<file path="src/rtl/frame_deframer_p_if.sv">
// Frame output stream between the deframer and the per-channel FIFO writer.
//   frame_data  : payload image, word 0 in the low bits, unused words zero
//   frame_ch    : channel field
//   frame_len   : number of payload words
//   frame_valid : a good frame is presented
//   frame_ready : downstream accepts the frame (transfer on valid & ready)
// The master modport is the deframer side; the slave modport is the consumer.
interface frame_deframer_p_if #(
  parameter int unsigned DW        = 16,
  parameter int unsigned MAX_WORDS = 8,
  parameter int unsigned CH_W      = 8
);
  localparam int unsigned LEN_W = $clog2(MAX_WORDS + 1);

  logic [MAX_WORDS*DW-1:0] frame_data;
  logic [CH_W-1:0]         frame_ch;
  logic [LEN_W-1:0]        frame_len;
  logic                    frame_valid;
  logic                    frame_ready;

  modport master (
    output frame_data,
    output frame_ch,
    output frame_len,
    output frame_valid,
    input  frame_ready
  );

  modport slave (
    input  frame_data,
    input  frame_ch,
    input  frame_len,
    input  frame_valid,
    output frame_ready
  );
endinterface

</file>
<file path="src/rtl/frame_deframer_p.sv">
// Frame deframer: hunts for a two-word header, captures a channel word and a
// variable-length payload terminated by a two-word tail, and checks the last
// word before the tail against an internal CRC-16 of the preceding words.
// Only good frames reach the one-deep output buffer.
//
// Ports:
//   clk_in    : system clock
//   rst       : synchronous reset, active high
//   in_data   : input word
//   in_valid  : in_data valid this cycle (no backpressure)
//   out_if    : frame output stream (frame_data/ch/len/valid/ready)
//   crc_err   : one-cycle pulse, frame complete but CRC mismatched
//   len_err   : one-cycle pulse, payload length zero or overflowed
//   drop      : one-cycle pulse, good frame lost because the buffer was full
//
// Optional build macro FRAME_STATS_EN adds saturating 16-bit event counters
// stat_good, stat_crc_err, stat_len_err and stat_drop.
module frame_deframer_p #(
  parameter int unsigned    DW          = 16,
  parameter int unsigned    MAX_WORDS   = 8,
  parameter int unsigned    CH_W        = 8,
  parameter logic [DW-1:0]  HEADER_WORD = 16'hE0E0,
  parameter logic [DW-1:0]  TAIL_WORD   = 16'h0E0E,
  parameter logic [15:0]    CRC_POLY    = 16'h1021,
  parameter logic [15:0]    CRC_INIT    = 16'hFFFF
) (
  input  logic                clk_in,
  input  logic                rst,
  input  logic [DW-1:0]       in_data,
  input  logic                in_valid,
  frame_deframer_p_if.master  out_if,
  output logic                crc_err,
  output logic                len_err,
  output logic                drop
`ifdef FRAME_STATS_EN
  ,
  output logic [15:0]         stat_good,
  output logic [15:0]         stat_crc_err,
  output logic [15:0]         stat_len_err,
  output logic [15:0]         stat_drop
`endif
);

  localparam int unsigned LEN_W = $clog2(MAX_WORDS + 1);
  // Stored word count reaches MAX_WORDS+1 (payload plus CRC word).
  localparam int unsigned CNT_W = $clog2(MAX_WORDS + 2);

  typedef enum logic [2:0] {StIdle, StHdr2, StChan, StData, StTail2} state_e;

  state_e                  state_q;
  logic [CH_W-1:0]         ch_q;
  logic [CNT_W-1:0]        cnt_q;
  logic [15:0]             crc_q;
  logic [MAX_WORDS*DW-1:0] buf_q;
  logic [DW-1:0]           last_q;
  logic                    done_q;

  logic [MAX_WORDS*DW-1:0] fdata_q;
  logic [CH_W-1:0]         fch_q;
  logic [LEN_W-1:0]        flen_q;
  logic                    fvalid_q;
  logic                    crc_err_q;
  logic                    len_err_q;
  logic                    drop_q;

  logic [MAX_WORDS*DW-1:0] image;
  logic                    crc_ok;
  logic                    xfer;

  // One DW-bit word folded MSB first into the running CRC.
  function automatic logic [15:0] crc_step(input logic [15:0] crc, input logic [DW-1:0] word);
    logic [15:0] c;
    logic        fb;
    c = crc;
    for (int i = DW - 1; i >= 0; i--) begin
      fb = c[15] ^ word[i];
      c  = {c[14:0], 1'b0};
      if (fb) c = c ^ CRC_POLY;
    end
    return c;
  endfunction

  // Payload image: only the first cnt_q-1 words; the CRC word and stale
  // words from earlier frames are masked to zero.
  always_comb begin
    image = '0;
    for (int i = 0; i < int'(MAX_WORDS); i++) begin
      if (CNT_W'(i + 1) < cnt_q) image[i*DW +: DW] = buf_q[i*DW +: DW];
    end
  end

  assign crc_ok = ({{DW{1'b0}}, crc_q} == {16'h0000, last_q});
  assign xfer   = fvalid_q & out_if.frame_ready;

  always_ff @(posedge clk_in) begin
    if (rst) begin
      state_q   <= StIdle;
      ch_q      <= '0;
      cnt_q     <= '0;
      crc_q     <= '0;
      buf_q     <= '0;
      last_q    <= '0;
      done_q    <= 1'b0;
      fdata_q   <= '0;
      fch_q     <= '0;
      flen_q    <= '0;
      fvalid_q  <= 1'b0;
      crc_err_q <= 1'b0;
      len_err_q <= 1'b0;
      drop_q    <= 1'b0;
    end else begin
      crc_err_q <= 1'b0;
      len_err_q <= 1'b0;
      drop_q    <= 1'b0;
      done_q    <= 1'b0;

      if (xfer) fvalid_q <= 1'b0;

      // Frame verdict one cycle after the second tail word. The next frame
      // cannot touch cnt_q/crc_q/buf_q before its channel word, so they are
      // still intact here.
      if (done_q) begin
        if (cnt_q < CNT_W'(2)) begin
          len_err_q <= 1'b1;
        end else if (!crc_ok) begin
          crc_err_q <= 1'b1;
        end else if (fvalid_q && !out_if.frame_ready) begin
          drop_q <= 1'b1;
        end else begin
          // Overrides the xfer clear above: back-to-back load, no bubble.
          fvalid_q <= 1'b1;
          fdata_q  <= image;
          fch_q    <= ch_q;
          flen_q   <= LEN_W'(cnt_q - CNT_W'(1));
        end
      end

      if (in_valid) begin
        unique case (state_q)
          StIdle: begin
            if (in_data == HEADER_WORD) state_q <= StHdr2;
          end
          StHdr2: begin
            state_q <= (in_data == HEADER_WORD) ? StChan : StIdle;
          end
          StChan: begin
            ch_q    <= in_data[CH_W-1:0];
            cnt_q   <= '0;
            crc_q   <= CRC_INIT;
            state_q <= StData;
          end
          StData: begin
            if (in_data == TAIL_WORD) begin
              state_q <= StTail2;
            end else if (cnt_q == CNT_W'(MAX_WORDS + 1)) begin
              len_err_q <= 1'b1;
              state_q   <= StIdle;
            end else begin
              for (int i = 0; i < int'(MAX_WORDS); i++) begin
                if (cnt_q == CNT_W'(i)) buf_q[i*DW +: DW] <= in_data;
              end
              // The newest word stays out of the CRC: it may be the CRC word.
              if (cnt_q != '0) crc_q <= crc_step(crc_q, last_q);
              last_q <= in_data;
              cnt_q  <= cnt_q + CNT_W'(1);
            end
          end
          StTail2: begin
            if (in_data == TAIL_WORD) done_q <= 1'b1;
            state_q <= StIdle;
          end
          default: state_q <= StIdle;
        endcase
      end
    end
  end

  assign out_if.frame_data  = fdata_q;
  assign out_if.frame_ch    = fch_q;
  assign out_if.frame_len   = flen_q;
  assign out_if.frame_valid = fvalid_q;
  assign crc_err            = crc_err_q;
  assign len_err            = len_err_q;
  assign drop               = drop_q;

`ifdef FRAME_STATS_EN
  logic [15:0] st_good_q;
  logic [15:0] st_crc_q;
  logic [15:0] st_len_q;
  logic [15:0] st_drop_q;
  logic        load_ev;

  assign load_ev = done_q && (cnt_q >= CNT_W'(2)) && crc_ok
                   && !(fvalid_q && !out_if.frame_ready);

  always_ff @(posedge clk_in) begin
    if (rst) begin
      st_good_q <= '0;
      st_crc_q  <= '0;
      st_len_q  <= '0;
      st_drop_q <= '0;
    end else begin
      if (load_ev && st_good_q != 16'hFFFF) st_good_q <= st_good_q + 16'd1;
      if (crc_err_q && st_crc_q != 16'hFFFF) st_crc_q <= st_crc_q + 16'd1;
      if (len_err_q && st_len_q != 16'hFFFF) st_len_q <= st_len_q + 16'd1;
      if (drop_q && st_drop_q != 16'hFFFF) st_drop_q <= st_drop_q + 16'd1;
    end
  end

  assign stat_good    = st_good_q;
  assign stat_crc_err = st_crc_q;
  assign stat_len_err = st_len_q;
  assign stat_drop    = st_drop_q;
`endif

endmodule

</file>
<file path="src/flat_wrapper.sv">
// flat-port wrapper written by rule: the top's interface ports become plain ports
module frame_deframer_p_flat 
#(
  parameter int unsigned    DW          = 16,
  parameter int unsigned    MAX_WORDS   = 8,
  parameter int unsigned    CH_W        = 8,
  parameter logic [DW-1:0]  HEADER_WORD = 16'hE0E0,
  parameter logic [DW-1:0]  TAIL_WORD   = 16'h0E0E,
  parameter logic [15:0]    CRC_POLY    = 16'h1021,
  parameter logic [15:0]    CRC_INIT    = 16'hFFFF
)
  (clk_in, rst, in_data, in_valid, crc_err, len_err, drop, out_if_frame_data, out_if_frame_ch, out_if_frame_len, out_if_frame_valid, out_if_frame_ready);
  frame_deframer_p_if #(.DW(DW), .MAX_WORDS(MAX_WORDS), .CH_W(CH_W)) out_if_i ();
  input  logic clk_in;
  input  logic rst;
  input  logic [DW-1:0] in_data;
  input  logic in_valid;
  output logic crc_err;
  output logic len_err;
  output logic drop;
  output wire logic [$bits(out_if_i.frame_data)-1:0] out_if_frame_data;
  output wire logic [$bits(out_if_i.frame_ch)-1:0] out_if_frame_ch;
  output wire logic [$bits(out_if_i.frame_len)-1:0] out_if_frame_len;
  output wire logic [$bits(out_if_i.frame_valid)-1:0] out_if_frame_valid;
  input wire logic [$bits(out_if_i.frame_ready)-1:0] out_if_frame_ready;
  assign out_if_frame_data = out_if_i.frame_data;
  assign out_if_frame_ch = out_if_i.frame_ch;
  assign out_if_frame_len = out_if_i.frame_len;
  assign out_if_frame_valid = out_if_i.frame_valid;
  assign out_if_i.frame_ready = out_if_frame_ready;
  frame_deframer_p #(.DW(DW), .MAX_WORDS(MAX_WORDS), .CH_W(CH_W), .HEADER_WORD(HEADER_WORD), .TAIL_WORD(TAIL_WORD), .CRC_POLY(CRC_POLY), .CRC_INIT(CRC_INIT)) u_core (.clk_in(clk_in), .rst(rst), .in_data(in_data), .in_valid(in_valid), .out_if(out_if_i), .crc_err(crc_err), .len_err(len_err), .drop(drop));
endmodule
</file>
<file path="config.mk">
export PLATFORM = sky130hd
export DESIGN_NAME = frame_deframer_p_flat
export DESIGN_NICKNAME = d
export VERILOG_FILES = /design/src/rtl/frame_deframer_p_if.sv /design/src/rtl/frame_deframer_p.sv /design/src/flat_wrapper.sv
export SDC_FILE = /design/constraint.sdc
export NUM_CORES = 1
export LEC_CHECK = 0
export CORE_MARGIN = 3
export CORE_UTILIZATION = 37
export DETAILED_ROUTE_END_ITERATION = 7
export PLACE_DENSITY = 0.58
export SLEW_MARGIN = 20
export SYNTH_ARGS = -nofsm -noshare
export SYNTH_HDL_FRONTEND = slang
export SYNTH_SLANG_ARGS = --single-unit
</file>
<file path="constraint.sdc">
create_clock -name clk_in -period 5.8 [get_ports clk_in]
set_input_delay 1.74 -clock clk_in [delete_from_list [all_inputs] [get_ports clk_in]]
set_output_delay 1.74 -clock clk_in [all_outputs]
set_load 0.02 [all_outputs]
</file>
After elaboration in Yosys (flattened, before gate mapping)
Index checks and enable logic that the tools add are counted.
{"block": "word_totals", "ff_bits": 320, "elab_cells": 256}
{"block": "classes", "n_addsub": 2, "order_cmp": 9, "eq_ne": 20, "mux": 140, "bitwise_logic": 41, "reduce_logical": 23}
{"operator": "2-to-1 mux 16 bit", "count": 101}
{"operator": "2-to-1 mux 13 bit", "count": 16}
{"operator": "NOT 3 bit", "count": 16}
{"operator": "AND reduction 5 bit", "count": 9}
{"operator": "one-hot mux 16 bit (2 select lines)", "count": 1}
{"operator": "equality test 16 x 12 -> 1 bit (second input constant)", "count": 1}
{"operator": "equality test 16 bit", "count": 1}
{"operator": "equality test 16 bit (second input constant)", "count": 1}
{"operator": "equality test 4 x 3 -> 1 bit (second input constant)", "count": 4}
{"operator": "< comparator 3 x 4 -> 1 bit (first input constant)", "count": 4}
{"operator": "XOR 1 bit", "count": 16}
{"operator": "2-to-1 mux 1 bit", "count": 14}
{"operator": "one-hot mux 3 bit (4 select lines)", "count": 1}
{"operator": "AND reduction 4 bit", "count": 3}
{"operator": "2-to-1 mux 3 bit", "count": 3}
{"operator": "equality test 4 x 2 -> 1 bit (second input constant)", "count": 2}
{"operator": "< comparator 2 x 4 -> 1 bit (first input constant)", "count": 2}
{"operator": "2-to-1 mux 4 bit", "count": 2}
{"operator": "NOT 1 bit", "count": 8}
{"operator": "one-hot mux 4 bit (2 select lines)", "count": 1}
{"operator": "equality test 3 x 2 -> 1 bit (second input constant)", "count": 2}
{"operator": "OR reduction 3 bit", "count": 2}
{"operator": "adder 4 x 1 -> 4 bit (second input constant)", "count": 1}
{"operator": "equality test 4 x 1 -> 1 bit (second input constant)", "count": 1}
{"operator": "21 further kinds", "count": 23}

Longest topological paths before layout
Gate-level depths: netlist of run 1.
{"block": "logic_depth", "depth_word": 126, "mapped_depth": 10}

Worst setup path after synthesis of run 1
Ideal clock, no wire load.
{"block": "synth_path", "kind": "input port to flip-flop", "from": "input port in_data[8]", "to": "register u_core.buf_q[101]", "setup_ns": 0.128, "arrival_ns": 3.558, "required_time_ns": 5.672, "slack_ns": 2.114, "path_stages": 7, "path_cell_list": "clkbuf_1 nor4_1 nand4_1 nand3_1 buf_2 mux2i_1 nor2_1"}
{"block": "synth_between", "elab_chain_cells": 3}
{"item": "start: declaration", "line": "flat_wrapper.sv:16", "rtl": "input logic [DW-1:0] in_data;"}
{"item": "equality test 16 x 12 -> 1 bit", "line": "frame_deframer_p.sv:153", "rtl": "if (in_data == TAIL_WORD) begin"}
{"item": "NOT 1 bit (no source line)"}
{"item": "AND reduction 5 bit (no source line)"}
{"item": "end signal: indexed assignment", "line": "frame_deframer_p.sv:160", "rtl": "if (cnt_q == CNT_W'(i)) buf_q[i*DW +: DW] <= in_data;"}
{"item": "end: declaration", "line": "frame_deframer_p.sv:54", "rtl": "logic [MAX_WORDS*DW-1:0] buf_q;"}
Every way passes these cells.
A chain may end at the register's enable or synchronous reset.

Worst setup path in the final report of run 1
{"block": "layout_path", "from": "input port in_data[11]", "to": "register u_core.buf_q[121]"}
Same word-level chain as after synthesis.

==> reports/qor.txt, run 1 <==
Antenna violations before repair - 2
Setup violations, final - 0
Final hold violation count - 0
Fin nets - 1654
P_int - 3.59 mW
CP max-delay cell - clkdlybuf4s50_1
Comb pwr share - 0.024
RSZ-0062 raised after global routing - false
Net count after synthesis - 1592
Reg2Reg Setup Slack - 2530 ps
Net Sw Frac - 0.218
Post-route clock period utilization - 0.702
Cts hold-fix bufs - 0
H-tree Lvls - 2
#FFs+latches synth - 320
Multi-input gate area - 6900 sq um
Total gr overflow - 0
CP Cell Sequence - clkdlybuf4s50_1 -> nor4b_1 -> nand4_1 -> and4_1 -> mux2i_1 -> nor2_1
Die W - 201 um
Clock Power Share - 0.498
Die H - 201 um
Vias per inst - 5.52
Overall Global Routing Usage - 0.202
EDFF count, synth - 0
Floorplan row count - 70
Clk slew on worst S/H paths - 60 ps
Max clock buf depth - 3
TritonCTS clock tree - done
Area Overhead vs Synth - 22.6%
Commonest non-fill, non-tap cell in the layout - dfxtp_1
Tmin final - 4070 ps
Post-CTS Resized - 0
Cell area after synthesis - 14000 sq um
Distinct cells, synth - 47
Synth Instances - 1567
Post-CTS Setup Bufs - 0
Delay-heaviest family, CP - simple AND/OR/NAND/NOR gates
Drt drc - 0
1st-pass router iterations - 5
Worst Path Buf+Inv - 1
VDD IR max - 195 uV
Via count - 11.9k
I/O Buffers - 163
Yosys warnings - 0
Leak - 5.93 nW
Fillers - 3570
Initial Util - 0.379
Core area - 37000 sq um
Switching pwr - 1.00 mW
Clock latency on the worst-skew pair - 520 ps
First-pass GRT wire length - 66500 um
Worst path max stage delay - 840 ps
Clk_skew - 19.0 ps
Worst Tran Pin Value - 1090 ps
Layout cells sized above 1 - 0.0719
Commonest non-fill, non-tap cells in the layout - dfxtp_1 (320), a21oi_1 (183), clkdlybuf4s50_1 (162), nor2_1 (155), o31ai_1 (136)
Final TNS setup - 0 ps
ANT nets after route - 0
Final WL - 42800 um
CP required - 6180 ps
Cell area power density - 268 nW/um^2
Total clock sinks - 320
Largest net degree at the start of global routing - 187
CP Launch Type - primary input
DRT iter0 DRCs - 674
Register area share after synthesis - 0.458
Predominant post-synthesis flop cell - dfxtp_1
Status - completed
Clock root buffer - clkbuf_16
Slew headroom - 0.275
Placed Cells - 2095
# IOs - 164
Vias in the first global route - 11.3k
Asr flop ratio synth - 0
Fin. max-slew vios - 0
Tot Pwr - 4.59 mW
WL/cell - 19.8 um
Die area - 40200 sq um
Worst Hold Class - flop to flop
Layout Cells excl Fill - 2161
Gpl congestion - 0.816
Worst setup path class - primary input to flop
Sequential cell area - 6410 sq um
F_max - 246 MHz
Part of the power in registers - 0.478
DP Wirelength - 24700 um
CP Capture Type - flop
CP max FO - 17
Max-cap violations - 0
Data arrival, critical path - 4450 ps
Syn Area/Cell - 8.93 sq um
TritonCTS Buffers - 36
-- synthesized netlist by cell type, types with 4 or more instances --
cell type / number / share of area
xor2_1: 5 / 0.0031
a31oi_1: 4 / 0.0018
nor3_1: 8 / 0.0029
xnor2_2: 4 / 0.0046
a21oi_1: 183 / 0.065
nor2_1: 156 / 0.042
clkbuf_1: 141 / 0.038
nor2b_1: 81 / 0.036
xnor2_1: 37 / 0.023
mux2i_1: 132 / 0.094
o31ai_1: 136 / 0.073
buf_1: 10 / 0.0027
a211oi_1: 7 / 0.0038
nand4_1: 99 / 0.044
buf_2: 26 / 0.0093
a21o_1: 9 / 0.0048
or4_1: 50 / 0.027
nand2_1: 83 / 0.022
nand3_1: 19 / 0.0068
dfxtp_1: 320 / 0.46
inv_1: 5 / 0.0013
ha_1: 5 / 0.0045
nor4_1: 5 / 0.0022
-- registers in the layout (all words and copies together), names as in the netlist, 3 cells and up --
register and cells:
u_core.state_q 3, u_core.crc_q 16, u_core.out_if.frame_len 4, u_core.cnt_q 4, u_core.last_q 16, u_core.ch_q 8, u_core.out_if.frame_data 128, u_core.out_if.frame_ch 8
u_core.buf_q 128
-- worst register-to-register path, cell delays in order (launching register included) --
cell and delay (ps):
dfxtp_1 330, xnor2_2 440, nand4_1 230, or4_4 930, buf_4 470, nor3_1 550, a211oi_1 150
-- through the flow --
step	setup slack [ps]	hold WS (ps)	util	area [sq um]
finish	1730	457	0.464	17200
global route	1530	474	0.464	17200
CTS	1790	458	0.464	17200
detailed placement	1250	451	0.431	15900
global placement	1340	443	0.431	15900
floorplan	2110	437	-	14000
-- area by class of cell --
cell class / instances / share of cell area
repair buffers: 206 / 0.116
diodes: 1 / 0.000146
inverters: 5 / 0.00109
multi-input cells: 1060 / 0.402
clock inverters: 13 / 0.00605
clock buffers: 52 / 0.0643
flip-flops and latches: 320 / 0.373
well taps: 504 / 0.0368
-- power by group through the flow --
stage / sequential, mW / combinational, mW / clock [mW]
2_1_floorplan: 2.25 / 0.0481 / 0
3_3_place_gp: 2.25 / 0.108 / 0
3_5_place_dp: 2.25 / 0.109 / 0
4_1_cts: 2.20 / 0.109 / 2.34
5_1_grt: 2.20 / 0.112 / 2.43
6_report: 2.20 / 0.108 / 2.29
-- final timing paths --
| kind | from | to | cells after the start |
|---|---|---|---|
| worst max register to register | u_core.last_q[13] | u_core.out_if.frame_len[0] | 6 |
| worst min-delay path | u_core.ch_q[4] | u_core.ch_q[4] | 2 |
| worst min register to register | u_core.ch_q[4] | u_core.ch_q[4] | 2 |
| worst max-delay path | in_data[11] | u_core.buf_q[121] | 6 |
-- kinds of logic after synthesis --
group | after synthesis | share of synthesized area
simple gates | 525 | 0.197
compound gates | 347 | 0.154
flops | 320 | 0.458
buf+inv | 187 | 0.0533
mux | 132 | 0.0944
xor+xnor | 51 | 0.0392
fa+ha+maj | 5 | 0.00447
-- per-layer routing --
layer,vias to the layer above,wire [um],GRT usage
met4,0,1160,0.0668
met1,5809,19900,0.280
li1,5757,-,-
met5,-,0,0
met3,68,2010,0.0308
met2,290,19800,0.324
No activity file was read; power rests on OpenSTA's default activity.
==> run 2: changes to the inputs <==
Settings changed: PLACE_DENSITY 0.58 to 0.6.
Clock period 5.8 ns to 3.4 ns, I/O delays scaled along.
==> run 2 against run 1 <==
Compared with the run above: utilization is 1.3 points higher; non-clock buffer count rose by 28; first-iteration DRC count up 34%; global-route usage fell by 0.064 points; setup slack got worse by 1100 ps; final cell count increased by 1.2%; register-to-register slack lost 1900 ps; largest cell class unchanged; critical path type unchanged; final area increased by 2.9%; largest power group unchanged; count of clock-buffer cells in the layout increased by 1.
==> reports/qor.txt, run 2 (synthesized netlist as in run 1, its figures left out) <==
Status - completed
Total clock sinks - 320
1st-pass router iterations - 6
Core area - 37000 sq um
CP Capture Type - flop
CP Launch Type - primary input
Vias per inst - 5.44
Tmin final - 2820 ps
Fin nets - 1683
CP max FO - 14
Largest net degree at the start of global routing - 106
ANT nets after route - 0
Area Overhead vs Synth - 26.1%
Worst Path Buf+Inv - 3
Post-route clock period utilization - 0.829
Reg2Reg Setup Slack - 630 ps
CP required - 3750 ps
Routed length on met1 - 19500 um
Commonest non-fill, non-tap cells in the layout - dfxtp_1 (320), a21oi_1 (183), clkdlybuf4s50_1 (162), nor2_1 (155), o31ai_1 (136)
TritonCTS clock tree - done
Layout cells sized above 1 - 0.0850
Post-CTS Resized - 0
Commonest non-fill, non-tap cell in the layout - dfxtp_1
Max layer used - met4
DRT iter0 DRCs - 904
Max clock buf depth - 3
Clock latency on the worst-skew pair - 530 ps
VDD IR max - 379 uV
Initial Util - 0.379
Leak - 6.17 nW
Gpl congestion - 0.864
RSZ-0062 raised after global routing - false
WL/cell - 19.5 um
Slew headroom - 0.355
Cts hold-fix bufs - 0
Clock root buffer - clkbuf_16
Fin. max-slew vios - 0
CP max-delay cell - a21oi_1
F_max - 355 MHz
Worst setup path class - primary input to flop
Max-cap violations - 0
DP Wirelength - 25500 um
Die area - 40200 sq um
Antenna violations before repair - 1
CP Cell Sequence - clkdlybuf4s50_1 -> nor4_1 -> buf_4 -> a41oi_2 -> buf_4 -> nand2_1 -> a21oi_1 -> a21oi_1
Via count - 11.9k
Tot Pwr - 8.03 mW
Final hold violation count - 0
H-tree Lvls - 2
Clk slew on worst S/H paths - 50 ps
Worst Tran Pin Value - 963 ps
Total gr overflow - 0
Data arrival, critical path - 3160 ps
Setup violations, final - 0
Post-CTS Setup Bufs - 0
TritonCTS Buffers - 37
Met3 WL - 2000 um
First-pass GRT wire length - 66400 um
Cell area power density - 455 nW/um^2
Die W - 201 um
Final WL - 42700 um
Worst path max stage delay - 670 ps
# IOs - 164
Clk_skew - 16.8 ps
Met2 wire len - 20300 um
I/O Buffers - 163
Final TNS setup - 0 ps
Worst Hold Class - flop to flop
Overall Global Routing Usage - 0.201
Vias in the first global route - 11.3k
Floorplan row count - 70
Delay-heaviest family, CP - compound AO/OA/AOI/OAI gates
Die H - 201 um
Drt drc - 0
[run 2: cell count changes in the layout (fill, tap and decap cells not counted), sizes merged]
| cell | change |
|---|---|
| inv | +2 |
| bufinv | +3 |
| clkbuf | +1 |
| clkinv | -6 |
| buf | +28 |
| clkinvlp | -1 |
[run 2: area by class of cell]
cell class	count	area [sq um]
fill	3558	19300
multi-input combinational	1060	6900
sequential	320	6410
timing repair buffer	234	2430
clock buffer	53	1080
tap	504	631
clock inverter	11	185
inverter	5	18.8
antenna	1	2.50
[run 2: through the flow]
stage / setup WS, ps / area, sq um / cells / util / hold WS [ps]
after floorplan: 434 / 14000 / 1567 / - / 437
after global placement: 185 / 16400 / 2123 / 0.443 / 443
after detailed placement: 141 / 16400 / 2123 / 0.443 / 448
after CTS: 627 / 17600 / 2187 / 0.477 / 457
after global routing: 442 / 17700 / 2188 / 0.478 / 477
final: 582 / 17700 / 2188 / 0.478 / 457
[run 2: where the power goes]
group | internal (mW) | switching, mW | total (mW) | leakage (nW)
Combinational | 0.0499 | 0.146 | 0.196 | 2.97
Sequential | 3.75 | 0.000000548 | 3.75 | 2.58
Clock | 2.51 | 1.57 | 4.09 | 0.620
[run 2: metal layers]
metal	vias to the layer above	global-route usage
met1	5752	0.274
met2	292	0.335
met5	-	0
met4	0	0.0519
li1	5809	-
met3	54	0.0321
[run 2: tightest hold or removal path, cell delays in order (launching register included)]
cell and delay (ps):
dfxtp_1 310, nand2_1 50, a21oi_1 50
[run 2: path summary, 6_finish.rpt]
| check | startpoint | endpoint | depth (start not counted) |
|---|---|---|---|
| worst min register to register | u_core.ch_q[4] | u_core.ch_q[4] | 2 |
| worst max register to register | u_core.last_q[11] | u_core.out_if.frame_data[108] | 6 |
| worst max-delay path | in_data[12] | u_core.crc_q[4] | 8 |
| worst min-delay path | u_core.ch_q[4] | u_core.ch_q[4] | 2 |
==> run 3: changes to the inputs <==
Clock period 3.4 ns to 2.4 ns, I/O delays scaled along.
==> run 3 against run 2 <==
Compared with the run above: final area grew 4.1%; setup slack lost 550 ps; clock power grew 37%; sequential share of layout area shrank 1.4 points; critical path depth shrank 1; largest power group unchanged; die area is the same; via count grew 2.0%.
==> reports/qor.txt, run 3 (synthesized netlist as in run 1, its figures left out) <==
Clk_skew - 20.3 ps
DP Wirelength - 26800 um
VDD IR max - 385 uV
Part of the power in registers - 0.475
Data arrival, critical path - 2810 ps
CP max-delay cell - or4_4
Cts hold-fix bufs - 0
Antenna cells - 0
Commonest non-fill, non-tap cell in the layout - dfxtp_1
Vias in the first global route - 11.6k
Multi-input gate area - 7040 sq um
Fillers - 3460
Initial Util - 0.379
Setup slack at placement - -668 ps
H-tree Lvls - 2
Hold Path Depth - 2
Core area - 37000 sq um
Total clock sinks - 320
F_max - 423 MHz
Clock Power Share - 0.499
Overall Global Routing Usage - 0.201
Switching pwr - 2.41 mW
CP required - 2840 ps
First-pass GRT wire length - 66400 um
Fin. max-slew vios - 0
TritonCTS Buffers - 37
TritonCTS clock tree - done
Fin nets - 1732
Vias per inst - 5.43
Cell area after layout - 18400 sq um
Layout cells sized above 1 - 0.123
Max-cap violations - 0
Sequential cell area - 6410 sq um
Placed cell areas - 16800 sq um
Status - completed
Die H - 201 um
Worst Hold Class - flop to flop
Worst reg-to-reg path cell count - 7
Fin worst setup slack - 35.7 ps
1st-pass router iterations - 5
Max clock buf depth - 3
Placed Cells - 2159
Net Sw Frac - 0.216
Layout Cells excl Fill - 2237
Final hold violation count - 0
Cell area power density - 609 nW/um^2
Post-route clock period utilization - 0.985
Total gr overflow - 0
Slew headroom - 0.507
Setup violations, final - 0
Commonest non-fill, non-tap cells in the layout - dfxtp_1 (318), a21oi_1 (179), clkdlybuf4s50_1 (162), nor2_1 (155), o31ai_1 (136)
Clock latency on the worst-skew pair - 520 ps
ANT nets after route - 0
CP max FO - 17
Clk slew on worst S/H paths - 60 ps
Final Util - 0.497
Tmin final - 2360 ps
# IOs - 164
Worst Path Buf+Inv - 2
Comb pwr share - 0.026
Worst setup path class - flop to flop
Area Overhead vs Synth - 31.3%
DRT iter0 DRCs - 670
Largest net degree at the start of global routing - 94
Die W - 201 um
CP Launch Type - flop
Worst path max stage delay - 600 ps
Clock root buffer - clkbuf_16
P_int - 8.78 mW
Die area - 40200 sq um
Floorplan row count - 70
Leak - 6.51 nW
I/O Buffers - 163
Gpl congestion - 0.877
Via count - 12.1k
WL/cell - 19.6 um
Delay-heaviest family, CP - simple AND/OR/NAND/NOR gates
CP Capture Type - flop
Critical path depth in cells - 7
Final WL - 43800 um
Worst Tran Pin Value - 739 ps
Antenna violations before repair - 0
CP Cell Sequence - xnor2_2 -> nand4_1 -> or4_4 -> buf_6 -> clkbuf_16 -> or4_1 -> a21oi_1
Drt drc - 0
==> run 3: area by class of cell <==
cell class | count | area share
Clock buffer | 58 | 0.0624
Clock inverter | 7 | 0.00422
Tap cell | 504 | 0.0343
Timing Repair Buffer | 283 | 0.166
Multi-Input combinational cell | 1060 | 0.383
Inverter | 5 | 0.00102
Sequential cell | 320 | 0.349
==> run 3: worst min-delay path: stages (launching register included) <==
cell	delay, ps
dfxtp_1	310
nand2_1	50
a21oi_1	50
==> run 3: what timing repair did <==
item,4_1_cts,5_1_grt
setup buffers,0,6
setup endpoints to repair,10,104
hold endpoints to repair,0,0
gates cloned,0,7
resized for setup,2,22
pin swaps,1,5
==> run 3: path summary, 6_finish.rpt <==
kind              startpoint                            to  slack [ps]
max          u_core.crc_q[5]  u_core.out_if.frame_data[33]          40
min           u_core.ch_q[7]                u_core.ch_q[7]         460
max reg2reg  u_core.crc_q[5]  u_core.out_if.frame_data[33]          40
min reg2reg   u_core.ch_q[7]                u_core.ch_q[7]         460
==> run 3: per-stage QoR <==
stage / power, mW / hold slack (ps) / setup TNS [ps]
after floorplan: 5.55 / 437 / 0
after global placement: 5.72 / 443 / -56710
after detailed placement: 5.72 / 450 / -59410
after CTS: 11.3 / 458 / 0
after global routing: 11.5 / 480 / -117
final: 11.2 / 459 / 0
==> run 3: power by group through the flow <==
stage	clock network [mW]	registers, mW	logic [mW]
global route	5.90	5.31	0.301
CTS	5.68	5.31	0.290
floorplan	0	5.43	0.118
detailed placement	0	5.43	0.289
finish	5.59	5.31	0.292
global placement	0	5.43	0.290
==> run 3: per-layer routing <==
metal  share of wire  track usage  vias up
li1                -            -     5912
met1            0.44        0.263     5841
met2            0.48        0.342      319
met3           0.050       0.0321       73
met4           0.028       0.0595        0
met5               0            0        -
